==> config.mk <==
export PLATFORM = sky130hd
export DESIGN_NAME = cmd_decoder
export DESIGN_NICKNAME = d
export VERILOG_FILES = /design/src/rtl/cpu_pkg.sv /design/src/rtl/cmd_decoder_op_classify.sv /design/src/rtl/cmd_decoder.sv
export SDC_FILE = /design/constraint.sdc
export NUM_CORES = 1
export LEC_CHECK = 0
export ABC_AREA = 1
export BUFFER_PORTS_ARGS = -buffer_cell sky130_fd_sc_hd__clkbuf_2
export CORE_MARGIN = 1.5
export CORE_UTILIZATION = 52
export DETAILED_ROUTE_END_ITERATION = 10
export PLACE_DENSITY = 0.79
export SYNTH_ARGS = -nofsm -noshare
export SYNTH_HDL_FRONTEND = slang
export SYNTH_SLANG_ARGS = --single-unit
==> constraint.sdc <==
create_clock -name clk -period 2.8 [get_ports clk]
set_clock_uncertainty 0.2 [all_clocks]
set_input_delay 0.28 -clock clk [delete_from_list [all_inputs] [get_ports clk]]
set_output_delay 0.28 -clock clk [all_outputs]
set_load 0.02 [all_outputs]
==> src/rtl/cpu_pkg.sv <==
// Shared decode-stage types: field widths, class codes, opcode ranges, FSM states.
// No ports; imported by op_classify and cmd_decoder.
package cpu_pkg;

    localparam int DATA_W = 14;
    localparam int REG_W  = 4;
    localparam int OPC_W  = DATA_W - 2*REG_W;

    // Last opcode of each class range; opcode 0 is NOP, BRANCH runs to NUM_OPS-1
    localparam int ALU_LAST = 15;
    localparam int MEM_LAST = 19;

    typedef enum logic [1:0] {
        CLS_NOP = 2'd0,
        CLS_ALU = 2'd1,
        CLS_MEM = 2'd2,
        CLS_BR  = 2'd3
    } cls_e;

    typedef enum logic [2:0] {
        FETCH,
        CHECK,
        DECODE,
        ISSUE,
        HALT
    } state_e;

    // Field layout of one pair: word0 = {opcode, rd, rs}, word1 = imm
    typedef struct packed {
        logic [OPC_W-1:0]  opcode;
        logic [REG_W-1:0]  rd;
        logic [REG_W-1:0]  rs;
        logic [DATA_W-1:0] imm;
    } fields_t;

    function automatic fields_t split_pair(input logic [2*DATA_W-1:0] p);
        return fields_t'(p);
    endfunction

endpackage

==> src/rtl/cmd_decoder_op_classify.sv <==
// Combinational opcode classifier, shared by decode and execute.
// Ports: opcode_i in; cls_o class code, illegal_o opcode >= NUM_OPS.
module op_classify
    import cpu_pkg::*;
#(
    parameter int NUM_OPS = 24
) (
    input  logic [OPC_W-1:0] opcode_i,
    output cls_e             cls_o,
    output logic             illegal_o
);

    always_comb begin
        cls_o     = CLS_NOP;
        illegal_o = 1'b0;
        if (opcode_i >= OPC_W'(NUM_OPS)) begin
            illegal_o = 1'b1;
        end else if (opcode_i == '0) begin
            cls_o = CLS_NOP;
        end else if (opcode_i <= OPC_W'(ALU_LAST)) begin
            cls_o = CLS_ALU;
        end else if (opcode_i <= OPC_W'(MEM_LAST)) begin
            cls_o = CLS_MEM;
        end else begin
            cls_o = CLS_BR;
        end
    end

endmodule

==> src/rtl/cmd_decoder.sv <==
// Decode stage: pulls command pairs from the buffer, splits and classifies them,
// and issues one instruction at a time to execute over dec_valid/exec_ready.
// Ports: clk, reset (async high); command_out/pause_DECODE/comm_read buffer side;
// dec_valid/exec_ready, opcode/rd/rs/imm/cls/illegal_op execute side; decoded_cnt.
// Build option: DECODER_ILLEGAL_TRAP_EN traps illegal opcodes into HALT;
// without it illegal opcodes issue as NOP and illegal_op is tied low.
module cmd_decoder
    import cpu_pkg::*;
#(
    parameter int NUM_OPS = 24
) (
    input  logic                clk,
    input  logic                reset,
    input  logic [2*DATA_W-1:0] command_out,
    input  logic                pause_DECODE,
    output logic                comm_read,
    output logic                dec_valid,
    input  logic                exec_ready,
    output logic [OPC_W-1:0]    opcode,
    output logic [REG_W-1:0]    rd,
    output logic [REG_W-1:0]    rs,
    output logic [DATA_W-1:0]   imm,
    output logic [1:0]          cls,
    output logic                illegal_op,
    output logic [15:0]         decoded_cnt
);

    state_e              state_q, state_d;
    logic [2*DATA_W-1:0] pair_q;
    logic [OPC_W-1:0]    opcode_q;
    logic [REG_W-1:0]    rd_q, rs_q;
    logic [DATA_W-1:0]   imm_q;
    cls_e                cls_q;
    logic [15:0]         cnt_q;

    fields_t f;
    cls_e    dec_cls;
    logic    dec_ill;

    assign f = split_pair(pair_q);

    op_classify #(
        .NUM_OPS (NUM_OPS)
    ) u_classify (
        .opcode_i  (f.opcode),
        .cls_o     (dec_cls),
        .illegal_o (dec_ill)
    );

    always_ff @(posedge clk or posedge reset) begin
        if (reset) state_q <= FETCH;
        else       state_q <= state_d;
    end

    always_comb begin
        state_d = state_q;
        unique case (state_q)
            FETCH:  state_d = CHECK;
            CHECK:  state_d = pause_DECODE ? FETCH : DECODE;
`ifdef DECODER_ILLEGAL_TRAP_EN
            DECODE: state_d = dec_ill ? HALT : ISSUE;
`else
            DECODE: state_d = ISSUE;
`endif
            ISSUE:  if (exec_ready) state_d = FETCH;
            HALT:   state_d = HALT;
            default: state_d = FETCH;
        endcase
    end

    // comm_read is gated by reset so it stays low while reset holds FETCH
    always_comb begin
        comm_read = (state_q == FETCH) && !reset;
        dec_valid = (state_q == ISSUE);
    end

    // The buffer answers on the negedge inside CHECK, so capture there
    always_ff @(posedge clk or posedge reset) begin
        if (reset) begin
            pair_q <= '0;
        end else if (state_q == CHECK && !pause_DECODE) begin
            pair_q <= command_out;
        end
    end

    always_ff @(posedge clk or posedge reset) begin
        if (reset) begin
            opcode_q <= '0;
            rd_q     <= '0;
            rs_q     <= '0;
            imm_q    <= '0;
            cls_q    <= CLS_NOP;
        end else if (state_q == DECODE) begin
            rd_q  <= f.rd;
            rs_q  <= f.rs;
            imm_q <= f.imm;
            cls_q <= dec_cls;
`ifdef DECODER_ILLEGAL_TRAP_EN
            opcode_q <= f.opcode;
`else
            // Illegal opcodes go out as NOP (classifier already yields CLS_NOP)
            opcode_q <= dec_ill ? '0 : f.opcode;
`endif
        end
    end

`ifdef DECODER_ILLEGAL_TRAP_EN
    logic ill_q;

    always_ff @(posedge clk or posedge reset) begin
        if (reset) begin
            ill_q <= 1'b0;
        end else if (state_q == DECODE && dec_ill) begin
            ill_q <= 1'b1;
        end
    end

    assign illegal_op = ill_q;
`else
    assign illegal_op = 1'b0;
`endif

    always_ff @(posedge clk or posedge reset) begin
        if (reset) begin
            cnt_q <= '0;
        end else if (dec_valid && exec_ready) begin
            cnt_q <= cnt_q + 16'd1;
        end
    end

    assign opcode      = opcode_q;
    assign rd          = rd_q;
    assign rs          = rs_q;
    assign imm         = imm_q;
    assign cls         = cls_q;
    assign decoded_cnt = cnt_q;

endmodule

==> reports/qor.yml, run 1 <==
timing:
  fmax_mhz: 502
  rsz0062_at_grt: "false"
  drv_slew: 0
  fin_setup_tns_ns: 0
  finalHoldViolations: 0
  post-route-min-period_ns: 1.99
  period_share_pct: 71.2
  slew_headroom_pct: 63.6
  worst_pin_slew_ns: 0.545
  setup_viol: 0
clock_tree:
  cts_num_sinks: 77
  root_buffer: "clkbuf_8"
  cts_resized: 0
  postCtsSetupRepairBufs: 0
  clock_latency_ns: 0.33
  clk_pin_slew_ns: 0.07
  cts_hold_buf: 23
  cts_max_level: 3
  clk_path_buf_depth: 2
  cts_tree: "built"
  cts_buffers: 9
min_path:
  whs_path_depth: 3
  hold_path.class: "in -> reg"
floorplan:
  core_um2: 5850
  start_util_pct: 53.4
  io_pins: 81
  die_y_um: 80.5
  die-width_um: 80.5
  die_area_um2: 6490
  row_count: 28
placement:
  routabilityCongestion: 0.802
  detailed_place_hpwl_mm: 4.24
  port_buffers: 79
final_layout:
  multi_input_area_um2: 1010
  num_antenna_cells: 0
  utilization_pct: 69.0
  fin_nets: 454
  fillers: 447
  areaGrowthSynthToFinish_pct: 29.1
  drive_gt1_share_pct: 27.1
  final-seq-area_um2: 1930
routing:
  drt.antenna.violating_nets: 0
  via_count: 2444
  viasPerCell: 4.89
  first_iter_violations: 121
  drc: 0
  drt_pass1_iterations: 4
  wire_per_inst_um: 12.5
  wl_mm: 6.25
run_status:
  status: "completed"
critical_path:
  worst_setup_path_end_kind: "output port"
  worstSetupPathType: "in -> out"
  crit_arrival_ns: 1.51
  worst-r2r-cell-count: 5
  cp_data_required_time_ns: 2.32
  critPathLaunchType: "input port"
  crit_fanout: 2
synth:
  synthCells: 314
  ys_seq_elements: 77
  syn_avg_cell_area_um2: 9.96
  ys.warnings.count: 0
  syn_area_um2: 3130
  syn-num-nets: 347
  ys_seq_area_share_pct: 61.6
  synth.distinct_cells: 28
pwr:
  leakagePower_uw: 0.00215
  power_density_nw_per_um2: 1020
  ir_drop_uv: 625
grt:
  grt_pass1_vias: 2367
  grt_usage_pct: 21.1
  grt-ovfl-total: 0
  antenna_found_initial: 0
  grt_pass1_wl_mm: 10.4
  grt_max_degree: 47
run:
  maxCapViolCount: 0
[routing by layer]
layer / wire (um) / track usage [%]
met4: 113 / 10.2
met3: 273 / 3.41
met1: 2770 / 26.7
met2: 3090 / 35.3
met5: 0 / 0
[metrics by stage]
stage,cells,setup WS [ns],cell area (um2),total power [uW],hold WS (ns)
2_1_floorplan,314,0.353,3130,2800,0.229
3_3_place_gp,462,0.982,3590,3170,0.117
3_5_place_dp,462,0.826,3590,3240,0.113
4_1_cts,500,0.818,4040,4160,0.000591
5_1_grt,500,0.600,4040,4420,0.0174
6_report,500,0.807,4040,4140,0.00968
[critical path, stage by stage]
cell and delay, ns:
dlygate4sd3_1 0.54, clkbuf_2 0.13, nor4_1 0.31, clkbuf_2 0.25
[kinds of logic after synthesis]
group | share of synthesized area [%]
mux | 4.44
other cells | 0.120
xor+xnor | 3.08
compound gates | 6.32
flops | 61.6
buf+inv | 6.20
simple gates | 17.8
fa+ha+maj | 0.400
[worst paths after layout]
path	startpoint	to	slack, ns
max	reset	comm_read	0.81
min	command_out[25]	f[25]	0.01
max reg2reg	state_q[2]	opcode[3]	0.83
min reg2reg	f[18]	rd[0]	0.27
max in group asynchronous	reset	decoded_cnt[0]	1.45
min in group asynchronous	reset	state_q[2]	0.33
[report_power, final]
part	leakage, uW	internal [uW]	switching [uW]
Clock	0.000105	520	378
Combinational	0.00112	532	899
Sequential	0.000925	1550	252
Total	0.00215	2610	1530
[registers in the layout, summed over array words and instances (netlist names)]
name and flops:
f 28, decoded_cnt 16, imm 14, opcode 6
rd 4, rs 4, state_q 3, cls 2
[Yosys cell counts (all sizes together)]
cell / instances / area share [%]
inv: 35 / 4.2
conb: 1 / 0.12
mux2: 11 / 4.4
clkbuf: 1 / 0.12
nor2: 32 / 4.3
nor3: 3 / 0.48
ha: 1 / 0.40
nand2: 80 / 9.9
nor4: 1 / 0.20
xnor2: 4 / 1.1
clkinv: 1 / 0.12
xor2: 7 / 2.0
o21ai: 20 / 3.2
nand3: 9 / 1.6
dfrtp: 77 / 62
buf: 8 / 1.8
a21oi: 18 / 2.9
o21bai: 1 / 0.24
nand4: 4 / 1.3
[layout by cell type (no fill, tap or decap)]
| cell | synthesis | routed |
|---|---|---|
| clkbuf_8 | 0 | 10 |
| buf_4 | 1 | 2 |
| nor2_4 | 2 | 2 |
| clkbuf_1 | 1 | 1 |
| nand2_2 | 1 | 1 |
| nand2_4 | 1 | 1 |
| xor2_1 | 7 | 7 |
| nand4_4 | 1 | 1 |
| a21oi_1 | 18 | 18 |
| conb_1 | 1 | 1 |
| inv_2 | 1 | 2 |
| o21ai_0 | 20 | 20 |
| dlygate4sd3_1 | 0 | 23 |
| mux2_2 | 7 | 7 |
| clkinv_1 | 1 | 1 |
| buf_12 | 0 | 1 |
| xnor2_1 | 4 | 4 |
| nand3_2 | 1 | 1 |
| nand4_1 | 3 | 3 |
| clkinvlp_4 | 0 | 1 |
| ha_1 | 1 | 1 |
| dfrtp_1 | 77 | 77 |
| clkinv_2 | 0 | 1 |
| clkbuf_2 | 0 | 79 |
| nand3_1 | 8 | 8 |
| nor4_1 | 1 | 1 |
| bufinv_16 | 0 | 2 |
| o21bai_1 | 1 | 1 |
| mux2_4 | 4 | 4 |
| nor3_1 | 3 | 3 |
| inv_1 | 34 | 33 |
| nand2_1 | 78 | 78 |
| nor2_1 | 30 | 30 |
[final cells by class]
class                      count  area share [%]
clock buffer                  11            3.50
clock inverter                 4            1.80
inverter                      36            3.35
multi-input combinational    192            24.9
sequential                    77            47.7
tap                           75            2.32
timing repair buffer         105            16.4
Power figures use the tool's default switching activity.
==> inputs of run 2 (changes only) <==
--- a/config.mk
+++ b/config.mk
@@ -5,7 +5,7 @@
 export SDC_FILE = /design/constraint.sdc
 export NUM_CORES = 1
 export LEC_CHECK = 0
-export ABC_AREA = 1
+export ABC_AREA = 0
 export BUFFER_PORTS_ARGS = -buffer_cell sky130_fd_sc_hd__clkbuf_2
 export CORE_MARGIN = 1.5
 export CORE_UTILIZATION = 52
==> constraint.sdc (replaced) <==
create_clock -name clk -period 1.9 [get_ports clk]
set_clock_uncertainty 0.2 [all_clocks]
set_input_delay 0.19 -clock clk [delete_from_list [all_inputs] [get_ports clk]]
set_output_delay 0.19 -clock clk [all_outputs]
set_load 0.02 [all_outputs]
==> reports/qor.yml, run 2 <==
final_layout:
  largest_register_ff_count: 28  # unchanged
  fin_nets: 420  # was 454
  final_cell_mix: "nand2_1 (85), clkbuf_2 (79), dfrtp_1 (77)"  # was clkbuf_2 (79), nand2_1 (78), dfrtp_1 (77)
  final-seq-area_um2: 1930  # unchanged
  num_antenna_cells: 0  # unchanged
  final_common_cell: "nand2_1"  # was clkbuf_2
  areaGrowthSynthToFinish_pct: 32.5  # was 29.1%
  fillers: 403  # was 447
  multi_input_area_um2: 1110  # was 1010 um2
  drive_gt1_share_pct: 35.2  # was 27.1%
  fin_area_um2: 4100  # was 4040 um2
  layoutNonFillerInstCount: 464  # was 500
grt:
  grt_max_degree: 41  # was 47
  grt_usage_pct: 22.5  # was 21.1%
  grt_pass1_vias: 2341  # was 2,367
  antenna_found_initial: 0  # unchanged
  grt_pass1_wl_mm: 10.8  # was 10.4 mm
  grt-ovfl-total: 0  # unchanged
synth:
  yosysMostFrequentCell: "nand2_1"  # unchanged
  ys_seq_area_share_pct: 62.2  # was 61.6%
  synth.distinct_cells: 30  # was 28
  synth_top_family_by_area: "simple AND/OR/NAND/NOR gates"  # unchanged
  synthCells: 268  # was 314
  async_flop_share_pct: 100  # unchanged
  yosys.area_share.simple_pct: 18.1  # was 17.8%
  syn-num-nets: 301  # was 347
  synth_top_area_share_pct: 62.2  # was 61.6%
  netlist.top_cell.by_area: "dfrtp_1"  # unchanged
  ys_seq_elements: 77  # unchanged
  synthAdderAreaFrac_pct: 0.404  # was 0.400%
  synthTopCellsByCount: "nand2_1 (85), dfrtp_1 (77), mux2_2 (28)"  # was nand2_1 (78), dfrtp_1 (77), inv_1 (34)
  synthXorXnorAreaFrac_pct: 4.24  # was 3.08%
  ys.warnings.count: 0  # unchanged
  syn_avg_cell_area_um2: 11.6  # was 9.96 um2
  synth_area_leaders: "dfrtp_1 (62%), nand2_1 (10%), mux2_2 (10%)"  # was dfrtp_1 (62%), nand2_1 (9.4%), inv_1 (4.1%)
  synth_edf_count: 0  # unchanged
  synthFlopType: "dfrtp_1"  # unchanged
  synth.mux.area_fraction_pct: 10.2  # was 4.44%
  syn_area_um2: 3100  # was 3130 um2
  synth_compound_area_share_pct: 2.06  # was 6.32%
floorplan:
  die_area_um2: 6430  # was 6490 um2
  io_pins: 81  # unchanged
  core_um2: 5640  # was 5850 um2
  die-width_um: 80.2  # was 80.5 um
  die_y_um: 80.2  # was 80.5 um
  start_util_pct: 54.9  # was 53.4%
  row_count: 27  # was 28
timing:
  rsz0062_at_grt: "false"  # unchanged
  period_share_pct: 95.9
  fin_setup_tns_ns: 0  # unchanged
  post-route-min-period_ns: 1.82
  whs_ns: 0.0269  # was 0.00968 ns
  drv_slew: 0  # unchanged
  fmax_mhz: 549
  setup_viol: 0  # unchanged
  finalHoldViolations: 0  # unchanged
critical_path:
  crit_buf_inv: 1  # was 3
  ff2ff_setup_slack_ns: 0.10  # was 0.83 ns
  worstSetupPathType: "reg -> out"  # was in -> out
  cp_data_required_time_ns: 1.51  # was 2.32 ns
  crit_fanout: 10  # was 2
  crit_family: "flip-flops"  # was buffers and inverters
  worst_setup_path_end_kind: "output port"  # unchanged
  max_stage_delay_ns: 0.55  # was 0.54 ns
  crit_slowest_cell: "dfrtp_1"  # was dlygate4sd3_1
  critPathLaunchType: "register"  # was input port
  crit_arrival_ns: 1.43  # was 1.51 ns
  worstPathCellList: "and3b_1, clkbuf_2"  # was dlygate4sd3_1, clkbuf_2, nor4_1, clkbuf_2
pwr:
  leakagePower_uw: 0.00209  # was 0.00215 uW
  power_frac_seq_pct: 44.2  # was 43.6%
  p_switching_uw: 2320  # was 1530 uW
  p_int_uw: 3910  # was 2610 uW
  p_sw_share_pct: 37.3  # was 37.0%
  pwr-share-clk_pct: 18.9  # was 21.7%
  power_density_nw_per_um2: 1520  # was 1020 nW/um2
  p_comb_share_pct: 36.9  # was 34.6%
  ir_drop_uv: 836  # was 625 uV
placement:
  place_area_um2: 3610  # was 3590 um2
  routabilityCongestion: 0.787  # was 0.802
  port_buffers: 79  # unchanged
  place_inst: 418  # was 462
  detailed_place_hpwl_mm: 4.44  # was 4.24 mm
min_path:
  hold_path.class: "in -> reg"  # unchanged
clock_tree:
  cts_num_sinks: 77  # unchanged
  clock_latency_ns: 0.34  # was 0.33 ns
  cts_tree: "built"  # unchanged
  clk_path_buf_depth: 2  # unchanged
  clk_pin_slew_ns: 0.07  # about the same
  postCtsSetupRepairBufs: 0  # unchanged
  cts_buffers: 9  # unchanged
  root_buffer: "clkbuf_8"  # unchanged
  cts_max_level: 3  # unchanged
run:
  maxCapViolCount: 0  # unchanged
routing:
  drt.antenna.violating_nets: 0  # unchanged
  wire_per_inst_um: 14.0  # was 12.5 um
  via_count: 2339  # was 2,444
  wl_mm: 6.51  # was 6.25 mm
  drt_pass1_iterations: 4  # unchanged
  viasPerCell: 5.04  # was 4.89
  drc: 0  # unchanged
  first_iter_violations: 115  # was 121
run_status:
  status: "completed"  # unchanged
## run 2: final cells by class
cell class / instances / area share [%]
multi-input combinational: 176 / 27.0
timing repair buffer: 121 / 19.1
clock buffer: 12 / 3.29
sequential: 77 / 47.0
inverter: 2 / 0.274
tap: 72 / 2.20
clock inverter: 4 / 1.19
## run 2: worst paths after layout
check,startpoint,endpoint,cells past startpoint
max,state_q[1],dec_valid,2
min,pause_DECODE,state_q[1],4
max reg2reg,state_q[1],f[22],3
min reg2reg,f[20],rd[2],2
max in group asynchronous,reset,f[9],4
min in group asynchronous,reset,decoded_cnt[3],4
## run 2: power groups by stage
stage          registers, uW  clock network (uW)  logic (uW)
2_1_floorplan           3070                   0        1200
3_3_place_gp            2730                   0        2190
3_5_place_dp            2770                   0        2270
4_1_cts                 2750                1210        2330
5_1_grt                 2840                1280        2520
6_report                2750                1180        2300
## run 2: through the flow
| step | setup slack (ns) | util (%) | total power [uW] |
|---|---|---|---|
| after CTS | 0.00136 | 72.5 | 6300 |
| after detailed placement | 0.110 | 64.0 | 5050 |
| after global placement | 0.160 | 64.0 | 4920 |
| after floorplan | 0.136 | - | 4270 |
| final | 0.0780 | 72.7 | 6230 |
| after global routing | 0.00576 | 72.7 | 6650 |
## run 2: routing by layer
metal | GRT usage, % | part of all wire, % | vias up | wire length (um)
met2 | 39.5 | 53 | 60 | 3470
li1 | - | - | 1121 | -
met3 | 4.43 | 3.8 | 12 | 244
met4 | 10.3 | 1.9 | 0 | 125
met1 | 26.4 | 41 | 1146 | 2670
met5 | 0 | 0 | - | 0
## run 2: cells by family after synthesis
logic type	after synthesis
compound gates	9
xor+xnor	15
flops	77
simple gates	122
other cells	1
mux	28
buf+inv	15
fa+ha+maj	1
## run 2: repair_timing
item                                    CTS  global route
hold buffers                             30             0
endpoints found under the setup margin    0             2
resized for setup                         0             2
hold endpoints to repair                108             0
## run 2: worst reg2reg max path, delay by kind of cell (launching register included)
kind | cells | cell delay (ns)
mux | 1 | 0.37
flops | 1 | 0.50
simple gates | 1 | 0.34
buf+inv | 1 | 0.28
==> inputs of run 3 (changes only) <==
--- a/config.mk
+++ b/config.mk
@@ -8,9 +8,9 @@
 export ABC_AREA = 0
 export BUFFER_PORTS_ARGS = -buffer_cell sky130_fd_sc_hd__clkbuf_2
 export CORE_MARGIN = 1.5
-export CORE_UTILIZATION = 52
+export CORE_UTILIZATION = 56
 export DETAILED_ROUTE_END_ITERATION = 10
-export PLACE_DENSITY = 0.79
+export PLACE_DENSITY = 0.84
 export SYNTH_ARGS = -nofsm -noshare
 export SYNTH_HDL_FRONTEND = slang
 export SYNTH_SLANG_ARGS = --single-unit
==> constraint.sdc (replaced) <==
create_clock -name clk -period 2.2 [get_ports clk]
set_clock_uncertainty 0.2 [all_clocks]
set_input_delay 0.22 -clock clk [delete_from_list [all_inputs] [get_ports clk]]
set_output_delay 0.22 -clock clk [all_outputs]
set_load 0.02 [all_outputs]
==> reports/qor.yml, run 3 (synthesis gave the netlist of run 2 again) <==
clock_tree:
  root_buffer: "clkbuf_8"  # unchanged
  clk_pin_slew_ns: 0.08  # was 0.07 ns
  cts_max_level: 3  # unchanged
  clk_path_buf_depth: 2  # unchanged
  clock_latency_ns: 0.35  # was 0.34 ns
  cts_num_sinks: 77  # unchanged
  cts_buffers: 9  # unchanged
  cts_tree: "built"  # unchanged
grt:
  grt_pass1_wl_mm: 11.5  # was 10.8 mm
  antenna_found_initial: 0  # unchanged
  grt_pass1_vias: 2445  # was 2,341
  grt-ovfl-total: 0  # unchanged
  grt_usage_pct: 25.1  # was 22.5%
  grt_max_degree: 56  # was 41
critical_path:
  cp_num_cells: 2  # unchanged
  endpoint: "dec_valid"  # unchanged
  worstSetupPathType: "reg -> out"  # unchanged
  crit_start: "state_q[1]"  # unchanged
  crit_family: "flip-flops"  # unchanged
  r2r-start: "state_q[1]"  # unchanged
  worst_setup_path_end_kind: "output port"  # unchanged
  r2r_end: "f[7]"  # was f[22]
  crit_buf_inv: 1  # unchanged
  critPathLaunchType: "register"  # unchanged
  crit_fanout: 10  # unchanged
  crit_arrival_ns: 1.44  # was 1.43 ns
  cp_data_required_time_ns: 1.78  # was 1.51 ns
  crit_slowest_cell: "dfrtp_1"  # unchanged
  ff2ff_setup_slack_ns: 0.38  # was 0.10 ns
  worstPathCellList: "and3b_1, clkbuf_2"  # unchanged
  worst-r2r-cell-count: 3  # unchanged
  max_stage_delay_ns: 0.54  # was 0.55 ns
floorplan:
  row_count: 26  # was 27
  die-width_um: 77.4  # was 80.2 um
  start_util_pct: 59.5  # was 54.9%
  die_area_um2: 5990  # was 6430 um2
  die_y_um: 77.4  # was 80.2 um
  core_um2: 5200  # was 5640 um2
  io_pins: 81  # unchanged
pwr:
  pwr-share-clk_pct: 19.9  # was 18.9%
  power_frac_seq_pct: 44.6  # was 44.2%
  p_comb_share_pct: 35.5  # was 36.9%
  p_switching_uw: 2060  # was 2320 uW
  leakagePower_uw: 0.00207  # was 0.00209 uW
  power_density_nw_per_um2: 1330  # was 1520 nW/um2
  p_int_uw: 3360  # was 3910 uW
  p_sw_share_pct: 38.0  # was 37.3%
  ir_drop_uv: 855  # was 836 uV
final_layout:
  largest_register_ff_count: 28  # unchanged
  fillers: 328  # was 403
  layoutNonFillerInstCount: 457  # was 464
  utilization_pct: 78.4  # was 72.7%
  num_antenna_cells: 0  # unchanged
  drive_gt1_share_pct: 34.6  # was 35.2%
  final_cell_mix: "nand2_1 (85), clkbuf_2 (79), dfrtp_1 (77)"  # unchanged
  areaGrowthSynthToFinish_pct: 31.8  # was 32.5%
  fin_area_um2: 4080  # was 4100 um2
  fin_nets: 415  # was 420
  final_common_cell: "nand2_1"  # unchanged
min_path:
  hold_path.class: "in -> reg"  # unchanged
timing:
  setup_viol: 0  # unchanged
  period_share_pct: 84.5
  worst_pin_slew_ns: 0.506
  finalHoldViolations: 0  # unchanged
  drv_slew: 0  # unchanged
  post-route-min-period_ns: 1.86
  rsz0062_at_grt: "false"  # unchanged
  fmax_mhz: 538
  fin_setup_tns_ns: 0  # unchanged
  setup_ws_ns: 0.342  # was 0.0780 ns
  slew_headroom_pct: 66.2
run_status:
  status: "completed"  # unchanged
routing:
  wl_mm: 6.77  # was 6.51 mm
  drt.antenna.violating_nets: 0  # unchanged
  viasPerCell: 5.15  # was 5.04
  drt_pass1_iterations: 5  # was 4
  via_count: 2354  # was 2,339
  drc: 0  # unchanged
  wire_per_inst_um: 14.8  # was 14.0 um
  first_iter_violations: 207  # was 115
placement:
  place_inst: 411  # was 418
  detailed_place_hpwl_mm: 4.17  # was 4.44 mm
  routabilityCongestion: 0.749  # was 0.787
  preCtsSetupSlack_ns: 0.416  # was 0.110 ns
  place_area_um2: 3580  # was 3610 um2
  port_buffers: 79  # unchanged
run:
  maxCapViolCount: 0  # unchanged
## run 3: changes by cell type in the layout (fill, tap and decap cells not counted), sizes merged
cell,delta
clkinv,-1
clkinvlp,+3
clkbuf,-2
buf,-5
## run 3: power groups by stage
stage	Clock, uW	Sequential (uW)	Combinational [uW]
after floorplan	0	2650	1040
after global placement	0	2390	1800
after detailed placement	0	2410	1870
after CTS	1090	2400	1930
after global routing	1150	2500	2120
final	1080	2420	1930
## run 3: repair_timing
| action | CTS | global route |
|---|---|---|
| setup buffers | 0 | 0 |
| gates resized for setup | 0 | 0 |
| hold buffers | 30 | 0 |
| hold endpoints to repair | 51 | 0 |
## run 3: how the worst min path moves through the flow
stage                               start         end  slack, ns  depth (start not counted)
after global routing         pause_DECODE  state_q[1]       0.12                          4
after global placement              reset       f[12]       0.09                          2
after CTS                    pause_DECODE  state_q[1]       0.08                          4
after detailed placement            reset       f[12]       0.09                          2
final                        pause_DECODE  state_q[1]       0.11                          4
after floorplan           command_out[24]       f[24]       0.14                          2
## run 3: metrics by stage
stage	total power [uW]	hold slack (ns)
final	5420	0.107
after global routing	5760	0.122
after CTS	5420	0.0793
after detailed placement	4290	0.0889
after global placement	4190	0.0916
after floorplan	3690	0.137
## run 3: layer usage
metal	GRT usage [%]	up-vias	wire, um
met3	6.00	16	335
met4	11.8	0	166
li1	-	1108	-
met5	0	-	0
met2	41.5	67	3540
met1	31.2	1163	2730
## run 3: final cells by class
| cell class | count | area (um2) | area share (%) |
|---|---|---|---|
| clock buffer | 10 | 138 | 3.37 |
| clock inverter | 6 | 62.6 | 1.53 |
| inverter | 2 | 11.3 | 0.276 |
| multi-input combinational | 176 | 1090 | 26.8 |
| sequential | 77 | 1930 | 47.2 |
| tap | 70 | 87.6 | 2.15 |
| timing repair buffer | 116 | 761 | 18.6 |
## run 3: worst min-delay path, cell delays in order
cell,delay (ns)
clkbuf_2,0.13
nor3b_1,0.06
a21oi_1,0.14
nor2_1,0.07
